**config.mk**
```make
export PLATFORM = sky130hd
export DESIGN_NAME = int_rs_age
export DESIGN_NICKNAME = d
export VERILOG_FILES = /design/src/rtl/int_rs_age.sv
export SDC_FILE = /design/constraint.sdc
export NUM_CORES = 1
export LEC_CHECK = 0
export ABC_AREA = 0
export BUFFER_PORTS_ARGS = -buffer_cell sky130_fd_sc_hd__clkbuf_2
export CORE_MARGIN = 5
export CORE_UTILIZATION = 60
export DETAILED_ROUTE_END_ITERATION = 10
export MAX_ROUTING_LAYER = met4
export PLACE_DENSITY = 0.85
export SKIP_LAST_GASP = 1
export SYNTH_ARGS = -nofsm -noshare
export SYNTH_HDL_FRONTEND = slang
export SYNTH_SLANG_ARGS = --single-unit
```
**constraint.sdc**
```tcl
create_clock -name clk -period 11.71 [get_ports clk]
set_input_delay 2.9275 -clock clk [delete_from_list [all_inputs] [get_ports clk]]
set_output_delay 2.9275 -clock clk [all_outputs]
set_load 0.05 [all_outputs]
```
**src/rtl/int_rs_age.sv**
```systemverilog
// Integer reservation station with age-ordered select.
// Holds DEPTH uops, wakes sources from CDB_WIDTH broadcast channels and issues
// the oldest ready entry to a single integer FU through a valid/ready handshake.
module int_rs_age #(
    parameter int unsigned DEPTH     = 8,
    parameter int unsigned CDB_WIDTH = 2,
    parameter int unsigned PRF_IDX_W = 6,
    parameter int unsigned UOP_W     = 96
) (
    input  logic                           clk,
    input  logic                           rst,
    input  logic                           flush,
    input  logic                           from_id_valid,
    output logic                           from_id_ready,
    input  logic [UOP_W-1:0]               from_id_uop,
    input  logic [PRF_IDX_W-1:0]           from_id_rs1_phy,
    input  logic                           from_id_rs1_valid,
    input  logic                           from_id_rs1_rdy,
    input  logic [PRF_IDX_W-1:0]           from_id_rs2_phy,
    input  logic                           from_id_rs2_valid,
    input  logic                           from_id_rs2_rdy,
    input  logic [CDB_WIDTH-1:0]           cdb_valid,
    input  logic [CDB_WIDTH*PRF_IDX_W-1:0] cdb_rd_phy,
    output logic                           issue_valid,
    input  logic                           issue_ready,
    output logic [UOP_W-1:0]               issue_uop,
    output logic [PRF_IDX_W-1:0]           issue_rs1_phy,
    output logic [PRF_IDX_W-1:0]           issue_rs2_phy,
    output logic [$clog2(DEPTH+1)-1:0]     occupancy
);

    localparam int unsigned OCC_W = $clog2(DEPTH + 1);
    localparam int unsigned IDX_W = (DEPTH > 1) ? $clog2(DEPTH) : 1;

    // Entry state
    logic [DEPTH-1:0]     valid_q;
    logic [DEPTH-1:0]     rs1_rdy_q;
    logic [DEPTH-1:0]     rs2_rdy_q;
    logic [UOP_W-1:0]     uop_q     [DEPTH];
    logic [PRF_IDX_W-1:0] rs1_phy_q [DEPTH];
    logic [PRF_IDX_W-1:0] rs2_phy_q [DEPTH];
    // age_q[i][j] = 1 means entry i is older than entry j
    logic [DEPTH-1:0]     age_q     [DEPTH];
    logic [OCC_W-1:0]     occ_q;

    logic [DEPTH-1:0] wake1;
    logic [DEPTH-1:0] wake2;
    logic             new1_rdy;
    logic             new2_rdy;
    logic [IDX_W-1:0] alloc_idx;
    logic             alloc_found;
    logic [DEPTH-1:0] cand;
    logic [DEPTH-1:0] sel_oh;
    logic [IDX_W-1:0] sel_idx;
    logic             dispatch;
    logic             issue_fire;

    assign from_id_ready = (occ_q < OCC_W'(DEPTH));
    assign occupancy     = occ_q;

    // CDB tag match for stored entries and for the uop being dispatched
    always_comb begin
        wake1    = '0;
        wake2    = '0;
        new1_rdy = !from_id_rs1_valid || (from_id_rs1_phy == '0) || from_id_rs1_rdy;
        new2_rdy = !from_id_rs2_valid || (from_id_rs2_phy == '0) || from_id_rs2_rdy;
        for (int k = 0; k < CDB_WIDTH; k++) begin
            if (cdb_valid[k]) begin
                for (int i = 0; i < DEPTH; i++) begin
                    if (rs1_phy_q[i] == cdb_rd_phy[k*PRF_IDX_W +: PRF_IDX_W]) wake1[i] = 1'b1;
                    if (rs2_phy_q[i] == cdb_rd_phy[k*PRF_IDX_W +: PRF_IDX_W]) wake2[i] = 1'b1;
                end
                if (from_id_rs1_phy == cdb_rd_phy[k*PRF_IDX_W +: PRF_IDX_W]) new1_rdy = 1'b1;
                if (from_id_rs2_phy == cdb_rd_phy[k*PRF_IDX_W +: PRF_IDX_W]) new2_rdy = 1'b1;
            end
        end
    end

    // Lowest-index free slot for dispatch
    always_comb begin
        alloc_idx   = '0;
        alloc_found = 1'b0;
        for (int i = DEPTH - 1; i >= 0; i--) begin
            if (!valid_q[i]) begin
                alloc_found = 1'b1;
                alloc_idx   = IDX_W'(i);
            end
        end
    end

    // Oldest-ready select: a candidate wins if no other candidate is older
    always_comb begin
        cand    = valid_q & rs1_rdy_q & rs2_rdy_q;
        sel_oh  = '0;
        sel_idx = '0;
        for (int i = 0; i < DEPTH; i++) begin
            sel_oh[i] = cand[i];
            for (int j = 0; j < DEPTH; j++) begin
                if ((j != i) && cand[j] && age_q[j][i]) sel_oh[i] = 1'b0;
            end
        end
        for (int i = 0; i < DEPTH; i++) begin
            if (sel_oh[i]) sel_idx = sel_idx | IDX_W'(i);
        end
    end

    assign issue_valid   = |cand;
    assign issue_uop     = uop_q[sel_idx];
    assign issue_rs1_phy = rs1_phy_q[sel_idx];
    assign issue_rs2_phy = rs2_phy_q[sel_idx];

    assign dispatch   = from_id_valid && from_id_ready && alloc_found;
    assign issue_fire = issue_valid && issue_ready;

    // Valid bits, age matrix and occupancy; rst beats flush beats normal operation
    always_ff @(posedge clk) begin
        if (rst) begin
            valid_q <= '0;
            occ_q   <= '0;
            for (int i = 0; i < DEPTH; i++) age_q[i] <= '0;
        end else if (flush) begin
            valid_q <= '0;
            occ_q   <= '0;
        end else begin
            if (issue_fire) valid_q[sel_idx] <= 1'b0;
            if (dispatch) begin
                valid_q[alloc_idx] <= 1'b1;
                // New entry is younger than everything currently held
                for (int j = 0; j < DEPTH; j++) begin
                    if (valid_q[j]) begin
                        age_q[alloc_idx][j] <= 1'b0;
                        age_q[j][alloc_idx] <= 1'b1;
                    end
                end
            end
            unique case ({dispatch, issue_fire})
                2'b10:   occ_q <= occ_q + 1'b1;
                2'b01:   occ_q <= occ_q - 1'b1;
                default: occ_q <= occ_q;
            endcase
        end
    end

    // Payload capture and source wakeup; contents are don't-care while invalid
    always_ff @(posedge clk) begin
        for (int i = 0; i < DEPTH; i++) begin
            if (wake1[i]) rs1_rdy_q[i] <= 1'b1;
            if (wake2[i]) rs2_rdy_q[i] <= 1'b1;
        end
        if (dispatch) begin
            uop_q[alloc_idx]     <= from_id_uop;
            rs1_phy_q[alloc_idx] <= from_id_rs1_phy;
            rs2_phy_q[alloc_idx] <= from_id_rs2_phy;
            rs1_rdy_q[alloc_idx] <= new1_rdy;
            rs2_rdy_q[alloc_idx] <= new2_rdy;
        end
    end

endmodule

```
## Word-level counts from Yosys, hierarchy flattened

Memories as Yosys holds them, arrays and structs flattened.
Index checks and enable logic that the tools add are counted.

- Add/subtract/negate cells: 2
- Magnitude comparators: 5
- Muxes and demuxes: 261
- Reduce and logical (&&, ||, !) cells: 65
- Equal/unequal tests: 38
- Bitwise gates (word level): 69

Operators by type and width:

| operator | count |
|---|---|
| 1-bit 2-to-1 mux | 224 |
| 6-bit equality test | 36 |
| 8-bit 2-to-1 mux | 18 |
| 1-bit OR | 64 |
| 1-bit logical AND | 54 |
| 3-bit 2-to-1 mux | 12 |
| 8-bit bitwise AND | 3 |
| 8-bit bitwise mux | 2 |
| 6-bit zero test | 2 |
| 3-bit by 4-bit less-than comparator with 1-bit output, second input constant | 2 |
| 8-bit inverter | 1 |
| 8-bit OR | 1 |
| 4-bit one-hot mux with 2 select lines | 1 |
| 8-bit OR reduction | 1 |
| 1-bit demux with 3-bit select | 2 |
| 3-bit by 1-bit greater-or-equal comparator with 1-bit output, second input constant | 2 |
| 4-bit by 1-bit adder with 4-bit output, second input constant | 1 |
| 1-bit logical OR | 4 |
| 4-bit less-than comparator, second input constant | 1 |
| 2-bit 2-to-1 mux | 2 |
| 4-bit by 1-bit subtractor with 4-bit output, second input constant | 1 |
| 2-bit by 1-bit equality test with 1-bit output, second input constant | 1 |
| 2-bit equality test, second input constant | 1 |
| 1-bit zero test | 2 |
| 2 further kinds | 2 |

- Memories kept: 4
- Bits in registers: 28
- RAM bits: 928
- Word-level logic and storage cells: 448
- Bits of input ports: 131

Memory list:

| memory | depth | width | rd ports | clocked after Yosys merged registers in | wr ports | RTL line | text |
|---|---|---|---|---|---|---|---|
| uop_q | 8 | 96 | 1 | 0 | 1 | 39 | `logic [UOP_W-1:0] uop_q [DEPTH];` |
| age_q | 8 | 8 | 8 | 0 | 9 | 43 | `logic [DEPTH-1:0] age_q [DEPTH];` |
| rs1_phy_q | 8 | 6 | 9 | 0 | 1 | 40 | `logic [PRF_IDX_W-1:0] rs1_phy_q [DEPTH];` |
| rs2_phy_q | 8 | 6 | 9 | 0 | 1 | 41 | `logic [PRF_IDX_W-1:0] rs2_phy_q [DEPTH];` |

## Longest topological paths before layout

- Depth in word-level cells: 28
- Depth in mapped cells: 13
- Depth with buffers taken out: 12

## Least setup slack after synthesis

OpenSTA, ideal clock, no wires.

- Kind: in2reg
- Start point: in from_id_valid
- End point: mem age_q[4][6]
- Path buffers: 1
- Library setup time: 0.399 ns
- Required time: 11.311 ns
- Setup slack: 2.642 ns
- Arrival: 8.669 ns
- Stages: 6
- Cells stage by stage: nor2b_1 -> o31a_1 -> buf_2 -> nand3_1 -> nor2_1 -> a221oi_1

RTL lines:

| item | RTL line | text |
|---|---|---|
| start: declaration | 13 | `input logic from_id_valid,` |
| end: declaration | 43 |  |

## Final worst setup path

- Start point: reg valid_q[2]
- End point: out issue_uop[28]

- Cells in the longest elaborated chain, start to end: 17
- Elaborated cells between the ends (all ways): 54
- Classes of those cells: 45 x mux; 2 x bitwise; 6 x reduce/logical; 1 x memory

RTL lines:

| item | RTL line | text |
|---|---|---|
| start: declaration | 36 | `logic [DEPTH-1:0] valid_q;` |
| start signal: assignment | 118 | `valid_q <= '0;` |
| start signal: assignment | 122 | `valid_q <= '0;` |
| start signal: indexed assignment | 125 | `if (issue_fire) valid_q[sel_idx] <= 1'b0;` |
| 8-bit bitwise AND (*) (2 in series) | 93 | `cand = valid_q & rs1_rdy_q & rs2_rdy_q;` |
| 1-bit logical AND | 99 | `if ((j != i) && cand[j] && age_q[j][i]) sel_oh[i] = 1'b0;` |
| 1-bit 2-to-1 mux (6 in series) | 99 |  |
| 1-bit 2-to-1 mux | 103 | `if (sel_oh[i]) sel_idx = sel_idx \| IDX_W'(i);` |
| 2-bit 2-to-1 mux (2 in series) | 103 |  |
| 3-bit 2-to-1 mux (3 in series) | 103 |  |
| 3-bit 2-to-1 mux (*) | 103 |  |
| memory 8 x 96 bit (*) | - |  |
| end: declaration | 26 | `output logic [UOP_W-1:0] issue_uop,` |

Mark *: on every way between the ends. The rest lies on a longest branch, timed or not.

==> results.sh <==
export IMPL_status="finished, final reports clean"
export IMPL_cts_setup_buffers=0
export IMPL_ant_nets=0
export IMPL_drt_total_wl_mm=121.3
export IMPL_mappedNetlistArea_um2=43420
export IMPL_seq_area_frac_synth_pct=63.30
export IMPL_synth_xor_area_share_pct=4.417
export IMPL_fin_nets=3485
export IMPL_arrival_ns=6.40
export IMPL_finalSetupViolCount=0
export IMPL_required_ns=8.78
export IMPL_grt_pass1_wl_mm=184.4
export IMPL_gr_total_overflow=0
export IMPL_crit_path_max_fanout=102
export IMPL_ff2ff_path_depth=9
export IMPL_grt_usage_pct=30.75
export IMPL_cts_buffers=95
export IMPL_cts_tree="yes"
export IMPL_hold_violations=0
export IMPL_layout_drive_gt1_share_pct=13.72
export IMPL_portBuffers=244
export IMPL_synth_adder_area_share_pct=0.1325
export IMPL_crit_path_start="valid_q[2]"
export IMPL_crit_cells=9
export IMPL_worst_slew_pin_slew_ns=1.329
export IMPL_clk_latency_ns=0.67
export IMPL_path_common_cell="buf_4"
export IMPL_ios=245
export IMPL_synthCells=3347
export IMPL_cp_slowest_stage_delay_ns=1.04
export IMPL_synth_ff_type="edfxtp_1"
export IMPL_avgSynthCellArea_um2=12.97
export IMPL_synth_edf_count=864
export IMPL_most_common_layout_cells="edfxtp_1, inv_1, a41oi_1"
export IMPL_dr_total_vias=32110
export IMPL_initial_core_util_pct=60.64
export IMPL_post_route_cell_area_um2=47940
export IMPL_first_pass_iters=6
export IMPL_fillers=4851
export IMPL_power_leakage_nw=15.94
export IMPL_via_per_inst=7.308
export IMPL_cts_root_buf="clkbuf_16"
export IMPL_synthArstFlopShare_pct=0
export IMPL_clkSlewWorstSetupHoldPaths_ns=0.06
export IMPL_cp_slowest_cell="buf_4"
export IMPL_yosys_mux_area_fraction_pct=0.2305
export IMPL_drc=0
export IMPL_drt_initial_drc_count=5318
export IMPL_synthDistinctLibCells=59
export IMPL_grt_pass1_vias=31255
export IMPL_tns_ns=0
export IMPL_startpoint_type="register"
export IMPL_die_w_um=279.0
export IMPL_die_h_um=279.0
export IMPL_r2r_start="valid_q[2]"
export IMPL_critPathKind="reg2out"
export IMPL_synth_compound_area_share_pct=19.28
export IMPL_grt_start_max_net_pins=268
export IMPL_cts_buffer_depth=3
export IMPL_cts_sinks=941
export IMPL_cap_violations=0
export IMPL_layout_commonest_cell="edfxtp_1"
export IMPL_syn2layout_area_growth_pct=10.40
export IMPL_htreeDepth=3
export IMPL_hp_class="reg2reg"
export IMPL_crit_family="buffers and inverters"
export IMPL_worstPathCellList="and3_1, a22oi_1, nand3_4, buf_4, buf_4, a41oi_1, a2111oi_0, nor4_1, clkbuf_2"
export IMPL_powerDensity_nw_per_um2=152.1
export IMPL_yosysWarnings=0
export IMPL_fin_worst_skew_ns=0.02857
export IMPL_finalMaxSlewViolations=0
export IMPL_hpwl_mm=62.02
export IMPL_ys_ff_latch=941
export IMPL_syn_nets=3482
export IMPL_crit_path_end_kind="output port"
export IMPL_antenna_found_initial=11
export IMPL_max_freq_mhz=107.2
export IMPL_yosys_area_share_simple_pct=4.717
export IMPL_crit_buf_inv=3
export IMPL_slew_headroom_pct=11.41
export IMPL_rows=98
export IMPL_min_path_cells=2
export IMPL_rsz0062_at_grt="no"
export IMPL_hp_start="age_q[3][1]"
export IMPL_ir_drop_mv=0.1338
export IMPL_post_route_min_period_ns=9.324
export IMPL_fin_crit_sh_pct=79.63
export IMPL_ctsResizeCount=0
export IMPL_core_area_um2=71610
export IMPL_placed_area_um2=44620
export IMPL_wire_per_inst_um=27.61
export IMPL_synth_top_family_by_area="compound AO/OA/AOI/OAI gates"
export IMPL_cts_hold_buffers=0
export IMPL_gp_congestion=0.9451
export IMPL_die_area_um2=77850
==> worst min-delay path, cell delays in order, from the launching register on <==
cell and delay, ns:
dfxtp_1 0.31, nand2_1 0.05, a21oi_1 0.05
==> Yosys cell counts, types with 3 or more instances <==
master / instances / area [um^2]
a2111oi_0: 432 / 3784
a211oi_1: 3 / 22.52
a21boi_0: 6 / 45.04
a21oi_1: 42 / 210.2
a221oi_1: 4 / 35.03
a22oi_1: 16 / 120.1
a31oi_1: 7 / 43.79
a41oi_1: 434 / 3801
and2_1: 4 / 25.02
and3_1: 11 / 68.82
and4_1: 3 / 26.28
buf_1: 23 / 86.33
buf_2: 170 / 850.8
buf_4: 9 / 67.56
buf_6: 4 / 45.04
clkbuf_1: 179 / 671.9
dfxtp_1: 77 / 1541
edfxtp_1: 864 / 25940
ha_1: 3 / 37.54
inv_1: 456 / 1712
mux2i_1: 10 / 100.1
nand2_1: 32 / 120.1
nand3_1: 15 / 75.07
nand4_1: 61 / 381.6
nor2_1: 25 / 93.84
nor2b_1: 7 / 43.79
nor3_1: 21 / 105.1
nor4_1: 157 / 982.2
o2111a_1: 4 / 45.04
o21a_1: 8 / 60.06
o21ai_0: 7 / 35.03
xnor2_1: 109 / 954.7
xor2_1: 110 / 963.4
==> through the flow <==
step | power [mW] | hold WS (ns) | cells | setup WS [ns] | util (%)
after floorplan | 4.044 | 0.4316 | 3347 | 2.642 | -
after detailed placement | 4.185 | 0.4591 | 4203 | 3.464 | 62.31
after CTS | 7.306 | 0.4667 | 4382 | 2.680 | 66.90
final | 7.293 | 0.4670 | 4394 | 2.386 | 66.95
after global placement | 4.174 | 0.4441 | 4203 | 3.549 | 62.31
after global routing | 7.476 | 0.4968 | 4393 | 2.324 | 66.94
==> cell type report <==
class	count	area, um^2	share of cell area, %
clock inverters	69	825.8	1.723
well taps	950	1189	2.480
flip-flops and latches	941	27490	57.34
repair buffers	291	1662	3.466
multi-input cells	1563	12550	26.17
inverters	458	1734	3.617
diodes	12	30.03	0.06264
clock buffers	110	2465	5.142
==> where the power goes <==
group / internal [mW] / switching [mW] / total [mW]
clock network: 1.87 / 1.30 / 3.17
registers: 3.72 / 0.0298 / 3.75
logic: 0.100 / 0.276 / 0.376
total: 5.69 / 1.60 / 7.29
==> registers in the layout, indices dropped and copies added (netlist names) <==
name       cells
valid_q        8
occupancy      4
rs1_rdy_q      8
rs2_rdy_q      8
rs1_phy_q     48
uop_q        768
rs2_phy_q     48
age_q         49
==> per-layer routing <==
layer	part of all wire (%)	track usage, %	up-vias
met1	37	40.37	15636
li1	-	-	13647
met2	48	47.35	2444
met4	4.1	14.47	0
met5	0	-	-
met3	11	5.368	383
==> cells by family (layout without fill, tap and decap cells) <==
family          Yosys count  after routing
compound gates          981            981
xor+xnor                219            219
fa+ha+maj                 4              4
buf+inv                 843            928
flops                   941            941
mux                      10             10
other cells               0             12
simple gates            349            349
==> path summary, 6_finish.rpt <==
path | slack (ns) | to
min reg2reg | 0.47 | age_q[3][1]
max | 2.39 | issue_uop[28]
max reg2reg | 7.22 | valid_q[5]
min | 0.47 | age_q[3][1]
Note: power is estimated with default switching activity, not from simulation.
